--- src/rtl/axi_ar_xbar.sv ---
// axi_ar_xbar: round-robin AXI AR crossbar, NUM_M masters to NUM_S slaves, one registered request in flight
module axi_ar_xbar #(
  parameter int NUM_M = 3,
  parameter int NUM_S = 6,
  parameter int IDW = 4,
  parameter int MIDW = $clog2(NUM_M),
  parameter int AW = 32,
  parameter logic [NUM_S*AW-1:0] SLV_BASE = {NUM_S{32'h0}},
  parameter logic [NUM_S*AW-1:0] SLV_MASK = {NUM_S{32'hFFFF_0000}}
) (
  input  logic                  clk,
  input  logic                  rst,
  input  logic [NUM_M*IDW-1:0]  m_arid,
  input  logic [NUM_M*AW-1:0]   m_araddr,
  input  logic [NUM_M*4-1:0]    m_arlen,
  input  logic [NUM_M*3-1:0]    m_arsize,
  input  logic [NUM_M*2-1:0]    m_arburst,
  input  logic [NUM_M-1:0]      m_arvalid,
  output logic [NUM_M-1:0]      m_arready,
  output logic [IDW+MIDW-1:0]   s_arid,
  output logic [AW-1:0]         s_araddr,
  output logic [3:0]            s_arlen,
  output logic [2:0]            s_arsize,
  output logic [1:0]            s_arburst,
  output logic [NUM_S-1:0]      s_arvalid,
  input  logic [NUM_S-1:0]      s_arready,
  output logic                  err_valid,
  output logic [IDW+MIDW-1:0]   err_id,
  output logic [3:0]            err_len,
  input  logic                  err_ready
);
  typedef enum logic [1:0] {IDLE, SEND, ERR} state_t;
  state_t state;
  logic [MIDW-1:0] rr_ptr, gnt, idx;
  logic [MIDW:0] sum;
  logic found, take, done;
  logic [AW-1:0] addr;
  logic [NUM_S-1:0] hit, first;
  always_comb begin
    found = 1'b0;
    gnt = '0;
    sum = '0;
    idx = '0;
    for (int i = 0; i < NUM_M; i++) begin
      sum = {1'b0, rr_ptr} + (MIDW+1)'(i);
      idx = sum >= (MIDW+1)'(NUM_M) ? MIDW'(sum - (MIDW+1)'(NUM_M)) : MIDW'(sum);
      if (!found && m_arvalid[idx]) begin
        found = 1'b1;
        gnt = idx;
      end
    end
    addr = m_araddr[gnt*AW +: AW];
    hit = '0;
    for (int s = 0; s < NUM_S; s++) hit[s] = (addr & SLV_MASK[s*AW +: AW]) == SLV_BASE[s*AW +: AW];
    // isolate the lowest set bit so overlapping regions resolve to the lowest slave
    first = hit & (~hit + NUM_S'(1));
  end
  assign take = state == IDLE && found;
  assign done = (state == SEND && |(s_arvalid & s_arready)) || (state == ERR && err_ready);
  assign m_arready = take ? NUM_M'(1) << gnt : '0;
  assign err_id = s_arid;
  assign err_len = s_arlen;
  always_ff @(posedge clk) begin
    if (rst) rr_ptr <= '0;
    else if (take) rr_ptr <= gnt == MIDW'(NUM_M - 1) ? '0 : gnt + MIDW'(1);
    if (rst || done) begin
      state <= IDLE;
      s_arid <= '0;
      s_araddr <= '0;
      s_arlen <= '0;
      s_arsize <= '0;
      s_arburst <= '0;
      s_arvalid <= '0;
      err_valid <= 1'b0;
    end else if (take) begin
      state <= |hit ? SEND : ERR;
      s_arid <= {gnt, m_arid[gnt*IDW +: IDW]};
      s_araddr <= addr;
      s_arlen <= m_arlen[gnt*4 +: 4];
      s_arsize <= m_arsize[gnt*3 +: 3];
      s_arburst <= m_arburst[gnt*2 +: 2];
      s_arvalid <= first;
      err_valid <= ~|hit;
    end
  end
endmodule

--- config.mk ---
export PLATFORM = sky130hd
export DESIGN_NAME = axi_ar_xbar
export DESIGN_NICKNAME = d
export VERILOG_FILES = /design/src/rtl/axi_ar_xbar.sv
export SDC_FILE = /design/constraint.sdc
export NUM_CORES = 1
export LEC_CHECK = 0
export ABC_AREA = 1
export BUFFER_PORTS_ARGS = -buffer_cell sky130_fd_sc_hd__buf_2
export CAP_MARGIN = 20
export CORE_UTILIZATION = 42
export CTS_BUF_LIST = sky130_fd_sc_hd__clkbuf_16
export CTS_CLUSTER_SIZE = 16
export DETAILED_ROUTE_END_ITERATION = 7
export HOLD_SLACK_MARGIN = 0.06
export PLACE_DENSITY = 0.81
export SYNTH_ARGS = -nofsm -noshare
export SYNTH_HDL_FRONTEND = slang
export SYNTH_SLANG_ARGS = --single-unit
--- constraint.sdc ---
create_clock -name clk -period 2.6 [get_ports clk]
set_input_delay 0.39 -clock clk [delete_from_list [all_inputs] [get_ports clk]]
set_output_delay 0.39 -clock clk [all_outputs]
set_load 0.05 [all_outputs]
After elaboration in Yosys (flattened, before gate mapping)
Cells that the tools add are included.

$mul: 1. Reductions and logical operators: 13. Bitwise gates (word level): 3. $add $sub $neg: 7. $lt $le $gt $ge: 6. Eq/ne operators: 3. Divide/modulo/power cells: 0. Mux-type cells: 18. Shift operators: 6.

Operators with widths (count): $shiftx 96x8->32 (1); $logic_not 32->1 (1); $shiftx 12x5->4 (2); $mux 2 (8); $and 6x6->6 (2); $lt 2x3->1 const B (3); $shiftx 9x5->3 (1); $add 6x1->6 const B (1); $bmux 1 s2 (3); $ge 3x2->1 const B (2); $mux 1 (6); $not 6->6 (1); $reduce_or 6->1 (1); $shiftx 6x4->2 (1); $sub 2x2->2 const B (3); $logic_and 1x1->1 (5); $eq 2x2->1 const B (2); $mul 2x2->4 const B (1); $add 2x1->3 const B (1); $add 2x2->3 const B (1); $logic_not 1->1 (3); $mux 3 (1); $shl 1x2->3 const A (1); $add 2x1->2 const B (1); 4 further kinds (5).

Input port bits: 147. Memories kept: 0. Output and inout bits: 67. Logic and storage cells: 66. Register bits: 58. RAM bits: 0. Memory bits (read-only): 0. Bits in latches: 0.

Longest topological paths before layout
Gate-level depths: netlist of the first run.

Word-level depth: 16. Gate-level depth with buffers: 19. Depth with buffers taken out: 18.

Least setup slack after synthesis of the first run
No wires, ideal clock.

Kind: flip-flop to output port. Start point: register rr_ptr[0]. End point: output port m_arready[2]. Path buffers: 1. Arrival time: 2.685 ns. Data required time: 2.210 ns. Cell stages (with the launch flop): 13. Slack: -0.475 ns. Cells stage by stage: dfxtp_1 inv_1 ha_1 inv_2 nand2_1 nand3_1 nand2_2 nand2_1 inv_1 nand3_1 nand3_2 clkbuf_1 nor3_1.

Word-level cells in the longest chain between the ends: 13. Elaborated cells on any way between the ends: 30. Classes of those cells: add/sub: 5; order compare: 3; shift: 1; mux: 16; reduce/logical: 5.

RTL lines: start: declaration (line 34) `logic [MIDW-1:0] rr_ptr, gnt, idx;`; start signal: assignment (line 65) `else if (take) rr_ptr <= gnt == MIDW'(NUM_M - 1) ? '0 : gnt + MIDW'(1);`; parallel branches: the longest is 12 deep, another holds $add 2x1->3; $mux 3 * (line 60) `assign m_arready = take ? NUM_M'(1) << gnt : '0;`; end: declaration (line 19) `output logic [NUM_M-1:0] m_arready,`.

Every way passes the cells marked *. The select of a mux whose other input is x is not followed.

Worst setup path after layout of the first run
Same ends and word-level chain as after synthesis.

==> impl_metrics.yaml, run 1 <==
sta:
  min_period_ns: 2.587
  fin_tns_setup_ns: 0
  final.setup_skew_ns: 0.004809
  finalCritPeriodShare: 0.9950
  slew_headroom: 0.3487
  tightest_slew_ns: 0.9759
  whs_ns: 0.2890
  finalHoldViolations: 0
  finalMaxSlewViolations: 0
  final.setup.worst_slack_ns: 0.01290
  setup_viol: 0
  fmax_mhz: 386.5
  grt_setup_unrepaired: "yes"
drt:
  via_per_inst: 5.106
  drt_pass1_iterations: 5
  drt-initial-drc-count: 163
  routedWlPerCell_um: 14.12
  drt_wl_total_um: 10760
  drc: 0
  route.vias.total: 3891
  postRouteAntennaNets: 0
worst_setup_path:
  critPathCaptureType: "output pin"
  critPathMaxFanout: 17
  critPathArrivalTime_ns: 2.20
  required_ns: 2.21
  worstSetupPathType: "flip-flop to output pin"
  worstSetupStartpointType: "flip-flop"
die:
  die-area_um2: 7830
  dieHeight_um: 88.49
  die_w_um: 88.49
  rows: 31
  pin_count: 214
  start_util: 0.4332
  core_um2: 7253
cells_and_area:
  n_fill_cell: 662
  n_antenna_cell: 0
  fin_util: 0.6383
  fin_cells: 762
  area_delta_synth_final_pct: 47.35
  fin_nets: 814
  final_area_um2: 4629
  drive_above_1_share: 0.4284
worst_hold_path:
  hold_class: "input pin to flip-flop"
place:
  post-place-cells: 740
  pre_cts_ws_ns: -0.08252
  place_congestion: 0.8690
  port_buffers: 203
  hpwlAfterDp_um: 7856
  dpl_cell_area_um2: 4178
clock_tree:
  clk_path_buf_depth: 2
  cts_buffers: 5
  cts_sinks: 51
  htreeDepth: 2
  clk_pin_slew_ns: 0.07
  hold_buffers: 0
  cts-root-buf: "clkbuf_16"
  worstSkewPairLatency_ns: 0.29
  cts_tree: "yes"
pwr:
  p_total_mw: 7.618
  p_leak_nw: 2.417
  vdd_drop_max_mv: 1.046
  power.density_nw_per_um2: 1646
global_route:
  grt_use_total: 0.2360
  grt_pass1_vias: 3046
  grt_max_degree: 34
  grt_antenna_before_repair: 0
  grt_pass1_wl_um: 14250
  grt_overflow_total: 0
synth:
  syn_area_um2: 3142
  ys_warn_count: 0
  ys_ff_latch: 51
  synth_cell_types: 31
  ys_seq_area_frac: 0.3250
  avgSynthCellArea_um2: 6.786
  synthCells: 463
status:
  status: "finished clean"
run:
  drv_cap: 0
kinds of logic (layout without fill, tap and decap cells):
family,Yosys count,count (layout),synth area share
buf+inv,75,270,0.1278
simple gates,229,230,0.3369
other cells,1,5,0.001194
fa+ha+maj,4,4,0.01593
flops,51,51,0.3250
compound gates,103,103,0.1932
path summary, 6_finish.rpt:
check	start	end	slack, ns	cells after the start
max	rr_ptr[0]	m_arready[2]	0.01	12
min	rst	rr_ptr[0]	0.29	2
max reg2reg	rr_ptr[0]	err_valid	0.06	19
min reg2reg	s_araddr[5]	s_araddr[5]	0.49	2
placed cells by master, fill, tap and decap left out, drive strengths merged, types with 2 or more instances in the layout:
cell type and count:
dfxtp 51, nand2 94, buf 230, a32oi 3
ha 4, nor2 57, clkbuf 6, inv 32
a21oi 30, nor3 2, a22oi 9, a31oi 14
a22o 2, conb 5, a41oi 6, o21ai 38
nand3 76
layout make-up:
class	instances	area, um2	share of cell area
multi-input cells	342	1863	0.4024
inverters	32	125.1	0.02703
clock inverters	2	33.78	0.007297
well taps	99	123.9	0.02676
repair buffers	231	1330	0.2873
clock buffers	5	125.1	0.02703
flip-flops and latches	51	1028	0.2222
critical path: stages, from the launching register on:
cell and delay, ns:
dfxtp_4 0.38, inv_2 0.06, ha_4 0.33, inv_6 0.06, nand2_1 0.06, nand3_1 0.08, nand2_2 0.12, nand3_4 0.11
nor2_4 0.14, nor2_4 0.08, buf_12 0.15, nor3_4 0.16, buf_6 0.18
report_power, final:
part           internal (mW)  switching (mW)
Clock                  0.446           0.282
Combinational           1.79            3.84
Sequential              1.10           0.167
routing by layer:
layer / wire length (um) / GRT usage / part of all wire
met1: 4261 / 0.2610 / 0.40
met2: 5594 / 0.4587 / 0.52
met3: 734 / 0.04011 / 0.068
met4: 171 / 0.06598 / 0.016
met5: 0 / 0 / 0
state kept, by name (all words and copies together) (netlist names):
signal / flops
rr_ptr: 2
s_arsize: 3
s_arvalid: 1
err_len: 4
err_valid: 1
s_arburst: 2
err_id: 6
s_araddr: 32
what timing repair did:
action / 4_1_cts / 5_1_grt
cloned: 0 / 3
endpoints found under the setup margin: 34 / 20
pin swaps: 0 / 19
setup buffers: 1 / 11
gates resized for setup: 11 / 24
cell usage after synthesis:
cell type  number  area [um2]
clkbuf_1       10       37.54
nand2_2         4       25.02
buf_2           9       45.04
a211oi_1        1       7.510
a22oi_1         9       67.56
a31oi_1        14       87.58
nor2_1         49       183.9
o21ai_2         1       8.760
nand2_1        88       330.3
nand2_4         2       22.52
a22o_1          2       17.52
nand3_2         3       30.03
inv_2           5       18.77
conb_1          1       3.750
clkinv_1        1       3.750
nand4_1         1       6.260
a32oi_1         3       26.28
nor3_1          2       10.01
a21oi_1        29       145.1
dfxtp_1        51        1021
a21oi_2         1       8.760
ha_1            4       50.05
a41oi_1         6       52.55
nand3_1        70       350.3
buf_4          19       142.6
nand3_4         2       35.03
buf_6           5       56.30
o21ai_0        37       185.2
nor2_4          3       33.78
nor2_2          5       31.28
inv_1          26       97.59
Note: power is estimated with default switching activity, not from simulation.
==> run 2, diff against run 1 <==
--- a/config.mk
+++ b/config.mk
@@ -8,12 +8,12 @@
 export ABC_AREA = 1
 export BUFFER_PORTS_ARGS = -buffer_cell sky130_fd_sc_hd__buf_2
 export CAP_MARGIN = 20
-export CORE_UTILIZATION = 42
+export CORE_UTILIZATION = 38
 export CTS_BUF_LIST = sky130_fd_sc_hd__clkbuf_16
 export CTS_CLUSTER_SIZE = 16
 export DETAILED_ROUTE_END_ITERATION = 7
 export HOLD_SLACK_MARGIN = 0.06
-export PLACE_DENSITY = 0.81
+export PLACE_DENSITY = 0.82
 export SYNTH_ARGS = -nofsm -noshare
 export SYNTH_HDL_FRONTEND = slang
 export SYNTH_SLANG_ARGS = --single-unit
==> constraint.sdc (replaced) <==
create_clock -name clk -period 2.2 [get_ports clk]
set_input_delay 0.33 -clock clk [delete_from_list [all_inputs] [get_ports clk]]
set_output_delay 0.33 -clock clk [all_outputs]
set_load 0.05 [all_outputs]
==> run 2 against run 1 <==
Core utilization up 5.6 points. Highest routed layer unchanged. Largest cell class unchanged. Clock-buffer cell count unchanged. The flow now finishes with violations (setup timing). Setup slack worse by 0.27 ns.
==> impl_metrics.yaml, run 2 (synthesis results as in run 1) <==
status:
  status: "finished, violations left"
  violations: "setup timing"
worst_setup_path:
  regToRegSetupSlack_ns: -0.25
  critPathArrivalTime_ns: 2.62
  reg2reg_to: "err_valid"
  worstSetupStartpointType: "flip-flop"
  worstSetupPathType: "flip-flop to flip-flop"
  required_ns: 2.37
  r2r_cells: 19
  critPathCaptureType: "flip-flop"
  regToRegStartpoint: "rr_ptr[0]"
  critPathMaxFanout: 16
worst_hold_path:
  hold_depth: 2
  hold_class: "input pin to flip-flop"
  min_from: "rst"
  holdPathEnd: "rr_ptr[0]"
cells_and_area:
  fin_nets: 851
  n_fill_cell: 617
  layout_common_cells: "buf_2 (200), nand2_1 (80), dfxtp_1 (49), nand3_1 (46), buf_4 (38)"
  fin_cells: 803
  n_antenna_cell: 0
  drive_above_1_share: 0.5506
  area_delta_synth_final_pct: 73.48
  final_common_cell: "buf_2"
  largest_register_ffs: 32
  fin_util: 0.6945
  final_area_um2: 5450
  regMostFlops: "s_araddr"
pwr:
  p_leak_nw: 2.737
  vdd_drop_max_mv: 1.139
  power.density_nw_per_um2: 2067
sta:
  min_period_ns: 2.452
  grt_setup_unrepaired: "yes"
  final.setup.worst_slack_ns: -0.2525
  fin_tns_setup_ns: -2.072
  finalHoldViolations: 0
  setup_viol: 35
  finalCritPeriodShare: 1.115
  finalMaxSlewViolations: 0
  final.setup_skew_ns: 0.006710
  fmax_mhz: 407.8
clock_tree:
  cts_sinks: 51
  cts-root-buf: "clkbuf_16"
  htreeDepth: 2
  clk_path_buf_depth: 2
  cts_buffers: 5
  cts_tree: "yes"
  hold_buffers: 0
  clk_pin_slew_ns: 0.07
  worstSkewPairLatency_ns: 0.29
place:
  dpl_cell_area_um2: 4358
  place_congestion: 0.8497
  hpwlAfterDp_um: 8012
  post-place-cells: 760
  port_buffers: 203
global_route:
  grt_pass1_wl_um: 17120
  grt_pass1_vias: 3782
  grt_overflow_total: 0
  grt_use_total: 0.2477
  grt_max_degree: 44
  grt_antenna_before_repair: 0
die:
  die_w_um: 92.93
  rows: 32
  pin_count: 214
  die-area_um2: 8635
  core_um2: 7848
  dieHeight_um: 92.93
  start_util: 0.4004
drt:
  drc: 0
  route.vias.total: 4287
  drt_wl_total_um: 12960
  via_per_inst: 5.339
  drt_pass1_iterations: 5
  drt-initial-drc-count: 151
  routedWlPerCell_um: 16.14
  postRouteAntennaNets: 0
run:
  drv_cap: 0
[run 2: cell count changes in the layout (fill, tap and decap cells not counted), moves of 4 or more]
| cell | change |
|---|---|
| a22oi_2 | +7 |
| nand3_1 | -14 |
| o21ai_2 | +11 |
| nor2_4 | +9 |
| clkbuf_16 | +4 |
| nand3_2 | +12 |
| buf_4 | +19 |
| o21ai_0 | -26 |
| buf_8 | +7 |
| nand2_1 | -6 |
| nor2_1 | -19 |
| o21ai_1 | +15 |
| nor2_2 | +11 |
| a22oi_1 | -7 |
[run 2: worst max path at each step]
stage | from | to | slack (ns) | cells after the start
floorplan | rr_ptr[0] | m_arready[2] | 0.01 | 12
global placement | rr_ptr[0] | s_araddr[5] | -0.06 | 14
detailed placement | rr_ptr[1] | s_araddr[7] | -0.13 | 12
CTS | rr_ptr[0] | m_arready[2] | -0.18 | 12
global route | rr_ptr[0] | err_valid | -0.35 | 19
finish | rr_ptr[0] | err_valid | -0.25 | 19
[run 2: repair_timing]
item | 4_1_cts | 5_1_grt
cloned | 2 | 10
setup buffers | 18 | 7
pin swaps | 22 | 24
resized for setup | 46 | 113
endpoints found under the setup margin | 50 | 52
[run 2: cell type report]
class	instances	area, um2	share of cell area
Multi-Input combinational cell	343	2202	0.4040
Tap cell	102	127.6	0.02342
Timing Repair inverter	1	11.26	0.002066
Inverter	32	145.1	0.02663
Clock inverter	3	27.53	0.005051
Timing Repair Buffer	266	1783	0.3271
Clock buffer	5	125.1	0.02296
Sequential cell	51	1028	0.1887
[run 2: metal layers]
layer	up-vias	part of all wire	global-route usage	wire length, um
li1	2036	-	-	-
met1	1970	0.37	0.2722	4769
met2	239	0.52	0.4657	6707
met3	42	0.082	0.05090	1067
met4	0	0.032	0.08590	418
met5	-	0	0	0
[run 2: critical path: stages, from the launching register on]
cell and delay, ns:
dfxtp_4 0.38, inv_4 0.04, ha_4 0.31, inv_4 0.06, nand2_2 0.06, nand3_2 0.08
nand2_4 0.10, nand3_4 0.11, nor2_4 0.11, nor2_4 0.07, buf_6 0.12, buf_16 0.15
nand3_1 0.08, nand3_2 0.08, nor2_1 0.12, nand2_1 0.10, nor2_2 0.17, nand2_1 0.07
nand2_1 0.07, a21oi_2 0.05
[run 2: per-stage QoR]
| stage | hold slack (ns) | power, mW | setup WS [ns] |
|---|---|---|---|
| 3_5_place_dp | 0.4832 | 7.944 | -0.1287 |
| 4_1_cts | 0.2223 | 9.675 | -0.1834 |
| 5_1_grt | 0.2444 | 11.86 | -0.3457 |
| 2_1_floorplan | 0.3917 | 6.311 | 0.01414 |
| 6_report | 0.2395 | 11.27 | -0.2525 |
| 3_3_place_gp | 0.4719 | 7.795 | -0.05848 |
[run 2: where the power goes]
| group | internal (mW) | leakage, nW | switching, mW |
|---|---|---|---|
| Combinational | 3.42 | 2.24 | 5.48 |
| Sequential | 1.30 | 0.423 | 0.256 |
| Clock | 0.433 | 0.0719 | 0.379 |
| Total | 5.16 | 2.74 | 6.11 |
==> run 3, diff against run 2 <==
--- a/config.mk
+++ b/config.mk
@@ -8,10 +8,12 @@
 export ABC_AREA = 1
 export BUFFER_PORTS_ARGS = -buffer_cell sky130_fd_sc_hd__buf_2
 export CAP_MARGIN = 20
+export CORE_MARGIN = 2
 export CORE_UTILIZATION = 38
 export CTS_BUF_LIST = sky130_fd_sc_hd__clkbuf_16
 export CTS_CLUSTER_SIZE = 16
 export DETAILED_ROUTE_END_ITERATION = 7
+export GPL_ROUTABILITY_DRIVEN = 0
 export HOLD_SLACK_MARGIN = 0.06
 export PLACE_DENSITY = 0.82
 export SYNTH_ARGS = -nofsm -noshare
==> run 3 against run 2 <==
The run still ends with setup timing left. Critical path type is now flip-flop to output pin. Clock power shrank 10%. Non-clock buffer count fell by 9. Combinational power shrank 7.1%. Critical path depth down 8. Setup slack got worse by 0.011 ns. Flip-flop and latch count is the same. Global-route usage decreased by 2.7 points. Power fell by 6.4%.
==> impl_metrics.yaml, run 3 (synthesis results as in run 1) <==
worst_setup_path:
  cpPeakStageDelay_ns: 0.39
  regToRegSetupSlack_ns: -0.21
  required_ns: 1.87
  r2r_cells: 18
  crit_top_cell: "nor2_4"
  regToRegStartpoint: "rr_ptr[0]"
  critPathCaptureType: "output pin"
  critPathMaxFanout: 7
  worstSetupPathType: "flip-flop to output pin"
  crit_path_top_delay_cell: "dfxtp_4"
  path_cells: "inv_4, ha_4, inv_6, nand3_4, nand2_4, nand3_4, nor2_4, nor2_4, nand2_2, nor2_4, buf_8"
  critPathArrivalTime_ns: 2.13
  reg2reg_to: "err_valid"
  worstSetupStartpointType: "flip-flop"
drt:
  drt_wl_total_um: 11810
  drc: 0
  drt_pass1_iterations: 4
  via_per_inst: 5.164
  wl_met1_um: 4472
  postRouteAntennaNets: 0
  drt-initial-drc-count: 130
  route.vias.total: 4105
  top_layer_used: "met4"
  met3_length_um: 868
  routedWlPerCell_um: 14.86
  wl_met2_um: 6241
sta:
  slew_headroom: 0.3358
  setup_viol: 51
  min_period_ns: 2.463
  grt_setup_unrepaired: "yes"
  finalMaxSlewViolations: 0
  final.setup_skew_ns: 0.008797
  tightest_slew_ns: 0.9952
  whs_ns: 0.2444
  finalCritPeriodShare: 1.120
  fin_tns_setup_ns: -6.326
  final.setup.worst_slack_ns: -0.2630
  finalHoldViolations: 0
  fmax_mhz: 406.0
cells_and_area:
  final_common_cell: "buf_2"
  multiInputGateArea_um2: 2093
  seq_area_um2: 1028
  final_area_um2: 5174
  n_fill_cell: 717
  drive_above_1_share: 0.5269
  area_delta_synth_final_pct: 64.68
  largest_register_ffs: 32
  fin_util: 0.6361
  regMostFlops: "s_araddr"
  fin_nets: 840
  layout_common_cells: "buf_2 (200), nand2_1 (80), nand3_1 (49), dfxtp_1 (49)"
die:
  rows: 33
  die-area_um2: 9011
  core_um2: 8134
  start_util: 0.3862
  dieHeight_um: 94.93
  pin_count: 214
  die_w_um: 94.93
clock_tree:
  hold_buffers: 0
  htreeDepth: 2
  cts-root-buf: "clkbuf_16"
  cts_buffers: 5
  worstSkewPairLatency_ns: 0.28
  cts_tree: "yes"
  clk_pin_slew_ns: 0.07
  cts_sinks: 51
  clk_path_buf_depth: 2
pwr:
  power.share.switching: 0.5424
  internal-power_mw: 4.826
  power_frac_seq: 0.146
  power.density_nw_per_um2: 2038
  switchingPower_mw: 5.721
  combPwrFrac: 0.785
  p_leak_nw: 2.624
  clkPwrFrac: 0.069
  vdd_drop_max_mv: 1.029
status:
  violations: "setup timing"
  status: "finished, violations left"
global_route:
  grt_use_total: 0.2207
  grt_pass1_vias: 3602
  grt_pass1_wl_um: 15930
  grt_max_degree: 30
  grt_antenna_before_repair: 1
  grt_overflow_total: 0
place:
  dpl_cell_area_um2: 4349
  port_buffers: 203
  hpwlAfterDp_um: 8242
worst_hold_path:
  hold_depth: 2
  holdPathEnd: "rr_ptr[0]"
  min_from: "rst"
  hold_class: "input pin to flip-flop"
run:
  drv_cap: 0
[run 3: cell count changes in the layout (fill, tap and decap cells not counted), moves of 5 or more]
cell	before	now
a22oi_2	7	2
nor2_4	12	7
o21ai_1	16	22
a22oi_1	2	7
o21ai_0	10	3
nor2_1	29	35
[run 3: final cells by class]
cell class,count,share of cell area
Clock inverter,2,0.001693
Antenna cell,1,0.0004837
Timing Repair Buffer,257,0.3170
Multi-Input combinational cell,342,0.4046
Clock buffer,5,0.02418
Sequential cell,51,0.1988
Inverter,32,0.02781
Tap cell,105,0.02539
[run 3: metrics by stage]
step / power, mW / setup WS [ns] / instances
final: 10.55 / -0.2630 / 795
after global routing: 11.16 / -0.3802 / 795
after CTS: 9.344 / -0.1988 / 780
after detailed placement: 7.915 / -0.1273 / 763
after global placement: 7.764 / -0.05956 / 763
after floorplan: 6.311 / 0.01414 / 467
[run 3: repair_timing]
item / 4_1_cts / 5_1_grt
endpoints found under the setup margin: 38 / 54
gates cloned: 1 / 4
endpoints found under the hold margin: 0 / 0
setup buffers: 9 / 11
gates resized for setup: 31 / 112
pin swaps: 13 / 25
[run 3: power by group through the flow]
stage                     clock, mW  combinational, mW  sequential (mW)
final                         0.727               8.27             1.54
after detailed placement          0               6.40             1.52
after floorplan                   0               3.65             2.66
after global routing          0.784               8.80             1.58
after global placement            0               6.25             1.51
after CTS                     0.759               7.08             1.50
[run 3: critical path: cells and delay by family (launching register included)]
family                     cells  cell delay [ns]
and+or+nand+nor                7             0.85
DFF                            1             0.39
adders and majority gates      1             0.33
buffers and inverters          3             0.26
[run 3: per-layer routing]
metal  track usage  vias to the layer above
met1        0.2436                     1891
met5             0                        -
li1              -                     2002
met4       0.09300                        0
met3       0.03033                       18
met2        0.4184                      194
[run 3: how the worst max path moves through the flow]
stage / cells after the start / slack, ns / endpoint / from
2_1_floorplan: 12 / 0.01 / m_arready[2] / rr_ptr[0]
3_3_place_gp: 16 / -0.06 / err_valid / rr_ptr[0]
3_5_place_dp: 16 / -0.13 / err_valid / rr_ptr[0]
4_1_cts: 18 / -0.20 / err_valid / rr_ptr[1]
5_1_grt: 11 / -0.38 / m_arready[0] / rr_ptr[0]
6_report: 11 / -0.26 / m_arready[0] / rr_ptr[0]
